**config.mk**
```make
export PLATFORM = sky130hd
export DESIGN_NAME = anim_scheduler_flat
export DESIGN_NICKNAME = d
export VERILOG_FILES = /design/src/rtl/anim_sched_pkg.sv /design/src/rtl/anim_scheduler_if.sv /design/src/rtl/anim_cfg_regfile.sv /design/src/rtl/anim_scheduler.sv /design/src/flat_wrapper.sv
export SDC_FILE = /design/constraint.sdc
export NUM_CORES = 1
export LEC_CHECK = 0
export CAP_MARGIN = 10
export CORE_MARGIN = 2
export CORE_UTILIZATION = 48
export DETAILED_ROUTE_END_ITERATION = 6
export DONT_BUFFER_PORTS = 1
export REMOVE_ABC_BUFFERS = 1
export SYNTH_ARGS = -nofsm -noshare
export SYNTH_HDL_FRONTEND = slang
export SYNTH_SLANG_ARGS = --single-unit
```
**constraint.sdc**
```tcl
create_clock -name clk -period 6.1 [get_ports clk]
set_input_delay 0.915 -clock clk [delete_from_list [all_inputs] [get_ports clk]]
set_output_delay 0.915 -clock clk [all_outputs]
set_load 0.005 [all_outputs]
```
**src/rtl/anim_sched_pkg.sv**
```systemverilog
// Shared sizing, state encoding and config-entry type for the LCD animation scheduler.
package anim_sched_pkg;

  localparam int NUM_ANIM = 4;
  localparam int FRAME_W  = 4;
  localparam int HOLD_W   = 4;
  localparam int ANIM_W   = $clog2(NUM_ANIM);

  typedef enum logic [1:0] {
    LOOP,
    ARMED,
    PLAY
  } state_t;

  typedef struct packed {
    logic [FRAME_W-1:0] frames;
    logic [HOLD_W-1:0]  hold;
  } cfg_entry_t;

  // Index of the final frame; a frame count of 0 behaves as a single frame.
  function automatic logic [FRAME_W-1:0] last_frame(input logic [FRAME_W-1:0] frames);
    return (frames == '0) ? '0 : frames - 1'b1;
  endfunction

endpackage

```
**src/rtl/anim_scheduler_if.sv**
```systemverilog
// Request, frame-timing, config and display-select signals of the animation scheduler.
interface anim_scheduler_if;
  import anim_sched_pkg::*;

  logic              go;
  logic [ANIM_W-1:0] anim_req;
  logic              frame_done;
  logic              cfg_we;
  logic [ANIM_W-1:0] cfg_addr;
  logic [FRAME_W-1:0] cfg_frames;
  logic [HOLD_W-1:0] cfg_hold;
  logic [ANIM_W-1:0] anim_sel;
  logic [FRAME_W-1:0] frame_idx;
  logic              busy;
  logic              anim_done;

  modport master (
    output go, anim_req, frame_done, cfg_we, cfg_addr, cfg_frames, cfg_hold,
    input  anim_sel, frame_idx, busy, anim_done
  );

  modport slave (
    input  go, anim_req, frame_done, cfg_we, cfg_addr, cfg_frames, cfg_hold,
    output anim_sel, frame_idx, busy, anim_done
  );

endinterface

```
**src/rtl/anim_cfg_regfile.sv**
```systemverilog
// Per-animation frame-count/hold table: one write port, one combinational read port.
module anim_cfg_regfile
  import anim_sched_pkg::*;
(
  input  logic               clk,
  input  logic               rst_n,
  input  logic               we,
  input  logic [ANIM_W-1:0]  waddr,
  input  logic [FRAME_W-1:0] wframes,
  input  logic [HOLD_W-1:0]  whold,
  input  logic [ANIM_W-1:0]  raddr,
  output cfg_entry_t         rdata
);

  cfg_entry_t mem [NUM_ANIM];

  // NOTE: this table is built from flops, not a RAM macro, so it takes an async
  // reset: every animation must come up as a valid 1-frame, no-hold entry.
  // NOTE: sequential state uses non-blocking assignments so all flops update
  // together at the edge regardless of statement order.
  always_ff @(posedge clk or negedge rst_n) begin
    if (!rst_n) begin
      for (int i = 0; i < NUM_ANIM; i++) begin
        mem[i] <= '{frames: FRAME_W'(1), hold: '0};
      end
    end else if (we && int'(waddr) < NUM_ANIM) begin
      mem[waddr] <= '{frames: wframes, hold: whold};
    end
  end

  assign rdata = mem[raddr];

endmodule

```
**src/rtl/anim_scheduler.sv**
```systemverilog
// Frame-accurate animation scheduler: idle loop on id 0, one-shot play on go, switches only at frame_done.
// Optional preemption of an armed/playing request: define ANIM_SCHED_PREEMPT_EN.
module anim_scheduler
  import anim_sched_pkg::*;
(
  input  logic            clk,
  input  logic            rst_n,
  anim_scheduler_if.slave bus
);

  state_t             state;
  logic               go_q;
  logic [ANIM_W-1:0]  pending;
  logic [HOLD_W-1:0]  hold_cnt;
  logic [ANIM_W-1:0]  anim_sel;
  logic [FRAME_W-1:0] frame_idx;
  logic               busy;
  logic               anim_done;

  cfg_entry_t         cur;
  logic               go_rise;
  logic               preempt;
  logic [ANIM_W-1:0]  req_id;
  logic               hold_hit;
  logic               at_last;

  anim_cfg_regfile u_cfg (
    .clk     (clk),
    .rst_n   (rst_n),
    .we      (bus.cfg_we),
    .waddr   (bus.cfg_addr),
    .wframes (bus.cfg_frames),
    .whold   (bus.cfg_hold),
    .raddr   (anim_sel),
    .rdata   (cur)
  );

  assign go_rise  = bus.go & ~go_q;
  assign req_id   = (int'(bus.anim_req) >= NUM_ANIM) ? '0 : bus.anim_req;
  assign hold_hit = (hold_cnt == cur.hold);
  // >= rather than == so a shrunk frame count ends the sequence at the next advance.
  assign at_last  = (frame_idx >= last_frame(cur.frames));

`ifdef ANIM_SCHED_PREEMPT_EN
  assign preempt = go_rise;
`else
  assign preempt = 1'b0;
`endif

  always_ff @(posedge clk or negedge rst_n) begin
    if (!rst_n) begin
      state     <= LOOP;
      go_q      <= 1'b0;
      pending   <= '0;
      hold_cnt  <= '0;
      anim_sel  <= '0;
      frame_idx <= '0;
      busy      <= 1'b0;
      anim_done <= 1'b0;
    end else begin
      go_q      <= bus.go;
      anim_done <= 1'b0;

      unique case (state)
        LOOP: begin
          if (bus.frame_done) begin
            if (!hold_hit) begin
              hold_cnt <= hold_cnt + 1'b1;
            end else begin
              hold_cnt  <= '0;
              frame_idx <= at_last ? '0 : frame_idx + 1'b1;
            end
          end
          // A request arriving on a boundary waits for the following one.
          if (go_rise) begin
            pending <= req_id;
            busy    <= 1'b1;
            state   <= ARMED;
          end
        end

        ARMED: begin
          if (preempt) begin
            pending <= req_id;
          end
          if (bus.frame_done) begin
            anim_sel  <= pending;
            frame_idx <= '0;
            hold_cnt  <= '0;
            state     <= PLAY;
          end
        end

        PLAY: begin
          if (bus.frame_done) begin
            if (!hold_hit) begin
              hold_cnt <= hold_cnt + 1'b1;
            end else begin
              hold_cnt <= '0;
              if (!at_last) begin
                frame_idx <= frame_idx + 1'b1;
              end else if (preempt) begin
                frame_idx <= '0;
              end else begin
                anim_done <= 1'b1;
                anim_sel  <= '0;
                frame_idx <= '0;
                busy      <= 1'b0;
                state     <= LOOP;
              end
            end
          end
          // Preempted animation keeps showing until the next boundary, with no anim_done.
          if (preempt) begin
            pending <= req_id;
            state   <= ARMED;
          end
        end

        default: state <= LOOP;
      endcase
    end
  end

  assign bus.anim_sel  = anim_sel;
  assign bus.frame_idx = frame_idx;
  assign bus.busy      = busy;
  assign bus.anim_done = anim_done;

endmodule

```
**src/flat_wrapper.sv**
```systemverilog
// flat-port wrapper written by rule: the top's interface ports become plain ports
module anim_scheduler_flat import anim_sched_pkg::*;
  (clk, rst_n, bus_go, bus_anim_req, bus_frame_done, bus_cfg_we, bus_cfg_addr, bus_cfg_frames, bus_cfg_hold, bus_anim_sel, bus_frame_idx, bus_busy, bus_anim_done);
  anim_scheduler_if bus_i ();
  input  logic clk;
  input  logic rst_n;
  input wire logic [$bits(bus_i.go)-1:0] bus_go;
  input wire logic [$bits(bus_i.anim_req)-1:0] bus_anim_req;
  input wire logic [$bits(bus_i.frame_done)-1:0] bus_frame_done;
  input wire logic [$bits(bus_i.cfg_we)-1:0] bus_cfg_we;
  input wire logic [$bits(bus_i.cfg_addr)-1:0] bus_cfg_addr;
  input wire logic [$bits(bus_i.cfg_frames)-1:0] bus_cfg_frames;
  input wire logic [$bits(bus_i.cfg_hold)-1:0] bus_cfg_hold;
  output wire logic [$bits(bus_i.anim_sel)-1:0] bus_anim_sel;
  output wire logic [$bits(bus_i.frame_idx)-1:0] bus_frame_idx;
  output wire logic [$bits(bus_i.busy)-1:0] bus_busy;
  output wire logic [$bits(bus_i.anim_done)-1:0] bus_anim_done;
  assign bus_i.go = bus_go;
  assign bus_i.anim_req = bus_anim_req;
  assign bus_i.frame_done = bus_frame_done;
  assign bus_i.cfg_we = bus_cfg_we;
  assign bus_i.cfg_addr = bus_cfg_addr;
  assign bus_i.cfg_frames = bus_cfg_frames;
  assign bus_i.cfg_hold = bus_cfg_hold;
  assign bus_anim_sel = bus_i.anim_sel;
  assign bus_frame_idx = bus_i.frame_idx;
  assign bus_busy = bus_i.busy;
  assign bus_anim_done = bus_i.anim_done;
  anim_scheduler u_core (.clk(clk), .rst_n(rst_n), .bus(bus_i));
endmodule
```
==> results of run 1 <==
==> layout make-up <==
type                            count  share of cell area [%]
Sequential cell                    49                    47.8
Clock inverter                      2                    1.36
Multi-Input combinational cell    126                    44.0
Tap cell                           67                    3.26
Inverter                            5                   0.729
Clock buffer                        6                    2.82
==> cells by family (layout without fill, tap and decap cells) <==
group	count (synthesis)	count (layout)	synth area share, %
adder cells (fa/ha/maj)	6	6	3.11
buffers and inverters	9	13	2.18
XOR/XNOR	6	6	2.18
AO/OA/AOI/OAI	24	24	7.56
multiplexers	45	45	24.4
flip-flops	49	49	51.0
AND/OR/NAND/NOR	45	45	9.58
==> Yosys cell counts, types with 2 or more instances <==
master | instances | share of area, %
nand2b_1 | 3 | 0.78
a31o_2 | 2 | 0.73
dfstp_2 | 4 | 4.4
mux2i_1 | 5 | 2.1
xor2_1 | 4 | 1.4
mux4_1 | 6 | 6.5
o31ai_1 | 2 | 0.62
buf_6 | 2 | 0.93
xnor2_1 | 2 | 0.73
nor2_1 | 9 | 1.4
inv_1 | 5 | 0.78
or2_2 | 2 | 0.52
nand3_1 | 5 | 1.0
o21ai_0 | 4 | 0.83
dfrtp_1 | 45 | 47
a21oi_1 | 7 | 1.4
nor3b_1 | 2 | 0.62
mux2_2 | 34 | 16
nor3_1 | 4 | 0.83
nand3b_1 | 2 | 0.62
nand2_1 | 14 | 2.2
ha_1 | 6 | 3.1
==> worst min-delay path by stage <==
stage / end / slack (ps) / cells after the start
after floorplan: u_core.u_cfg.mem[17] / 470 / 1
after global placement: u_core.u_cfg.mem[1] / 480 / 1
after detailed placement: u_core.u_cfg.mem[23] / 490 / 1
after CTS: u_core.u_cfg.mem[10] / 290 / 0
after global routing: u_core.u_cfg.mem[11] / 270 / 0
final: u_core.state[0] / 300 / 0
==> report_power, final <==
group	total, uW	switching [uW]	internal, uW
clock network	222	101	122
registers	498	92.8	405
logic	337	147	190
total	1060	341	717
==> state kept, by name (all words and copies together), names as in the netlist <==
name	cells
u_core.pending	2
u_core.u_cfg.mem	32
u_core.bus.anim_done	1
u_core.go_q	1
u_core.bus.anim_sel	2
u_core.state	2
u_core.bus.busy	1
u_core.bus.frame_idx	4
u_core.hold_cnt	4
==> routing by layer <==
layer	track usage [%]	part of all wire, %	up-vias
met2	30.8	52	26
met1	21.0	43	720
li1	-	-	683
met4	4.17	0.54	0
met5	0	0	-
met3	5.22	4.3	5
==> critical path, cell delays in order, from the launching register on <==
cell       delay (ps)
dfrtp_1           640
mux4_1            660
or2_2             350
nor3b_1           200
a21oi_1            80
ha_1              200
a2111oi_0         370
nor3_1            180
or2_2             300
a31o_2            230
o21ai_0            60
==> stage by stage <==
step	util (%)	std cells
after floorplan	-	180
after detailed placement	51.5	247
final	53.8	255
after CTS	53.8	255
after global placement	51.5	247
after global routing	53.8	255
==> reports/results.ini, run 1 <==
[critical_path]
r2r-end=u_core.bus.frame_idx[2]
start_kind=flip-flop
startpoint=u_core.bus.anim_sel[0]
required_ps=6320
worstPathMaxFanout=10
reg2reg_slack_ps=2750
rr_worst_depth=10
endpoint=u_core.bus.frame_idx[2]
critPathKind=flip-flop to flip-flop
timing.rr.start=u_core.bus.anim_sel[0]
critPathCaptureType=flip-flop
arrival_ps=3570

[drt]
wl_um=4240
vias_per_cell=5.62
post-route-drc-count=0
detail-route-antenna-nets=0
wl_per_cell_um=16.6
dr.pass1.iters=4
dr_total_vias=1434
initialDrtViolationCount=38

[synth]
synth_cells=184
synth.distinct_cells=37
netlist_area_mm2=0.00242
ys_seq_area_share_pct=51.0
async_flop_share_pct=100
dominantRegCellSynth=dfrtp_1
synth_edf_count=0
synth-seq-cells=49
yosys_warnings=0
avgSynthCellArea_um2=13.1

[final_layout]
layout-drive-gt1-share_pct=29.8
fill_cells=405
stdcell_area_mm2=0.00257
diodes=0
nNetsFinal=210
mostFrequentLayoutCell=dfrtp_1
seq_area_mm2=0.00123
syn_to_final_growth_pct=6.53
final_cell_mix=45 x dfrtp_1, 34 x mux2_2, 14 x nand2_1
multi_input_area_mm2=0.00113

[global_routing]
grt.total_usage_pct=17.5
first_global_vias=1497
grt_pass1_wl_um=7160
overflow=0
antenna_found_initial=0
grt_max_degree=50

[floorplanning]
die-height_um=74.9
die_area_mm2=0.00562
pin_count=25
initial_utilization_pct=50.5
row_count=25
core_mm2=0.00479
dieWidth_um=74.9

[timing]
rsz0062_at_grt=no
worst_slew_pin_slew_ps=776
finalCritPeriodShare_pct=55.0
max_freq_mhz=298
finalHoldViolations=0
slew_headroom_pct=48.0
timing.hold.ws_ps=305
fin_ws_ps=2750
layout_min_cycle_time_ps=3350
tns_ps=0
setup_viol=0
fin_worst_skew_ps=2.73
final_max_slew_viol_count=0

[clock_tree]
cts_buffers=5
cts_sinks=49
path_clk_slew_ps=80
htree_num_levels=2
root_buffer=clkbuf_8
tritoncts=done
cts_resized=0
cts_setup_buffers=0
clock_latency_ps=290
cts_buffer_depth=2
ctsHoldBuffers=0

[placement]
place_area_mm2=0.00247
portBuffers=0
dp_slack_ps=2780
gp_congestion=0.872
dp_hpwl_um=3060

[power_and_ir_drop]
vdd_ir_drop_max_uv=165
power.leakage_uw=0.00109
p_total_uw=1060
p_per_area_mw_per_mm2=411

[worst_hold_path]
min_path_type=input pin to async pin

[run_status]
status=completed

[run]
cap_violations=0

Note: power is estimated with default switching activity, not from simulation.
==> run 2: changes to the inputs <==
Settings changed: PLACE_DENSITY set to 0.65.
Clock period 6.1 ns to 2.9 ns, I/O delays scaled along.
==> reports/results.ini, run 2 (synthesized netlist as in run 1, its figures left out) <==
[final_layout]
top_register=u_core.u_cfg.mem
stdcell_area_mm2=0.00275
largest_reg_flops=32
mostFrequentLayoutCell=dfrtp_1
final_cell_mix=44 x dfrtp_1, 34 x mux2_2, 14 x nand2_1
layout-drive-gt1-share_pct=40.9
reg_top3=u_core.u_cfg.mem: 32 flops, u_core.bus.frame_idx: 4 flops, u_core.hold_cnt: 4 flops
syn_to_final_growth_pct=13.6
diodes=0
nNetsFinal=225

[power_and_ir_drop]
p_per_area_mw_per_mm2=909
vdd_ir_drop_max_uv=465
power.leakage_uw=0.00115

[drt]
wl_met3_um=175
initialDrtViolationCount=54
detail-route-antenna-nets=0
vias_per_cell=5.57
dr.max_layer_used=met4
dr_total_vias=1503
wl_per_cell_um=16.4
wl_um=4430
drt-met1-wl_um=1940
post-route-drc-count=0
dr_wl_met2_um=2270
dr.pass1.iters=4

[critical_path]
timing.rr.start=u_core.bus.anim_sel[0]
start_kind=flip-flop
reg2reg_slack_ps=80
arrival_ps=3050
required_ps=3130
critPathCaptureType=flip-flop
rr_worst_depth=10
worstPathMaxFanout=7
critPathKind=flip-flop to flip-flop
r2r-end=u_core.bus.frame_idx[2]

[global_routing]
grt.total_usage_pct=17.6
antenna_found_initial=0
grt_pass1_wl_um=7400
first_global_vias=1646
overflow=0
grt_max_degree=50

[timing]
timing.hold.ws_ps=164
max_freq_mhz=354
slew_headroom_pct=52.2
finalHoldViolations=0
fin_worst_skew_ps=5.72
worst_slew_pin_slew_ps=713
fin_ws_ps=77.8
final_max_slew_viol_count=0
rsz0062_at_grt=yes
layout_min_cycle_time_ps=2820
finalCritPeriodShare_pct=97.3
setup_viol=0

[floorplanning]
die-height_um=74.9
pin_count=25
die_area_mm2=0.00562
row_count=25
core_mm2=0.00479
dieWidth_um=74.9
initial_utilization_pct=50.5

[run_status]
status=completed

[clock_tree]
htree_num_levels=2
cts_sinks=49
cts_buffer_depth=2
path_clk_slew_ps=90
tritoncts=done
cts_buffers=5
root_buffer=clkbuf_8
clock_latency_ps=290

[worst_hold_path]
min_from=bus_go
min_path_type=input pin to flip-flop
holdPathEnd=u_core.go_q
worstHoldPathCells=0

[placement]
dp_hpwl_um=3150
portBuffers=0
gp_congestion=0.857
place_area_mm2=0.00254
dp_slack_ps=-209

[run]
cap_violations=0

==> run 2: cell type report <==
class	count	area [um2]
repair buffers	15	139
multi-input cells	126	1180
clock inverters	2	15.0
fillers	396	2040
flip-flops and latches	49	1230
inverters	5	18.8
clock buffers	6	72.6
well taps	67	83.8
==> run 2: how the worst max path moves through the flow <==
| stage | endpoint | cells past startpoint | startpoint |
|---|---|---|---|
| 2_1_floorplan | u_core.bus.frame_idx[2] | 10 | u_core.bus.anim_sel[0] |
| 3_5_place_dp | u_core.bus.frame_idx[2] | 10 | u_core.bus.anim_sel[0] |
| 4_1_cts | u_core.bus.frame_idx[2] | 10 | u_core.bus.anim_sel[0] |
| 6_report | u_core.bus.frame_idx[2] | 10 | u_core.bus.anim_sel[0] |
| 5_1_grt | u_core.bus.frame_idx[2] | 10 | u_core.bus.anim_sel[0] |
| 3_3_place_gp | u_core.bus.frame_idx[2] | 10 | u_core.bus.anim_sel[0] |
==> run 2: repair_timing <==
action / CTS / global route
pin swaps: 1 / 9
hold buffers: 2 / 0
hold endpoints to repair: 49 / 0
buffers inserted: 2 / 1
setup endpoints to repair: 9 / 9
resized for setup: 6 / 16
cloned: 0 / 0
==> run 2: critical path, cell delays in order, from the launching register on <==
cell       delay [ps]
dfrtp_2           480
mux4_2            540
or2_4             270
nor2_1             80
a21oi_1            50
ha_1              340
a2111oi_4         380
nor3_2            110
or2_4             240
a31o_4            220
o21ai_2            40
==> run 2: where the power goes <==
group / internal, uW / switching (uW) / leakage, uW
registers: 854 / 170 / 0.000583
clock network: 170 / 223 / 0.0000374
logic: 620 / 458 / 0.000526
==> run 2: routing by layer <==
layer,vias to the layer above,track usage (%)
li1,708,-
met1,767,22.3
met2,24,28.9
met3,4,5.22
met4,0,5.75
met5,-,0
==> run 2: metrics by stage <==
step | power (uW) | instances | TNS, ps | utilization (%)
final | 2500 | 270 | 0 | 57.4
after global routing | 2690 | 270 | -324 | 57.4
after CTS | 2370 | 269 | 0 | 55.9
after detailed placement | 1900 | 257 | -862 | 53.1
after global placement | 1860 | 257 | -306 | 53.1
after floorplan | 1620 | 180 | -134 | -
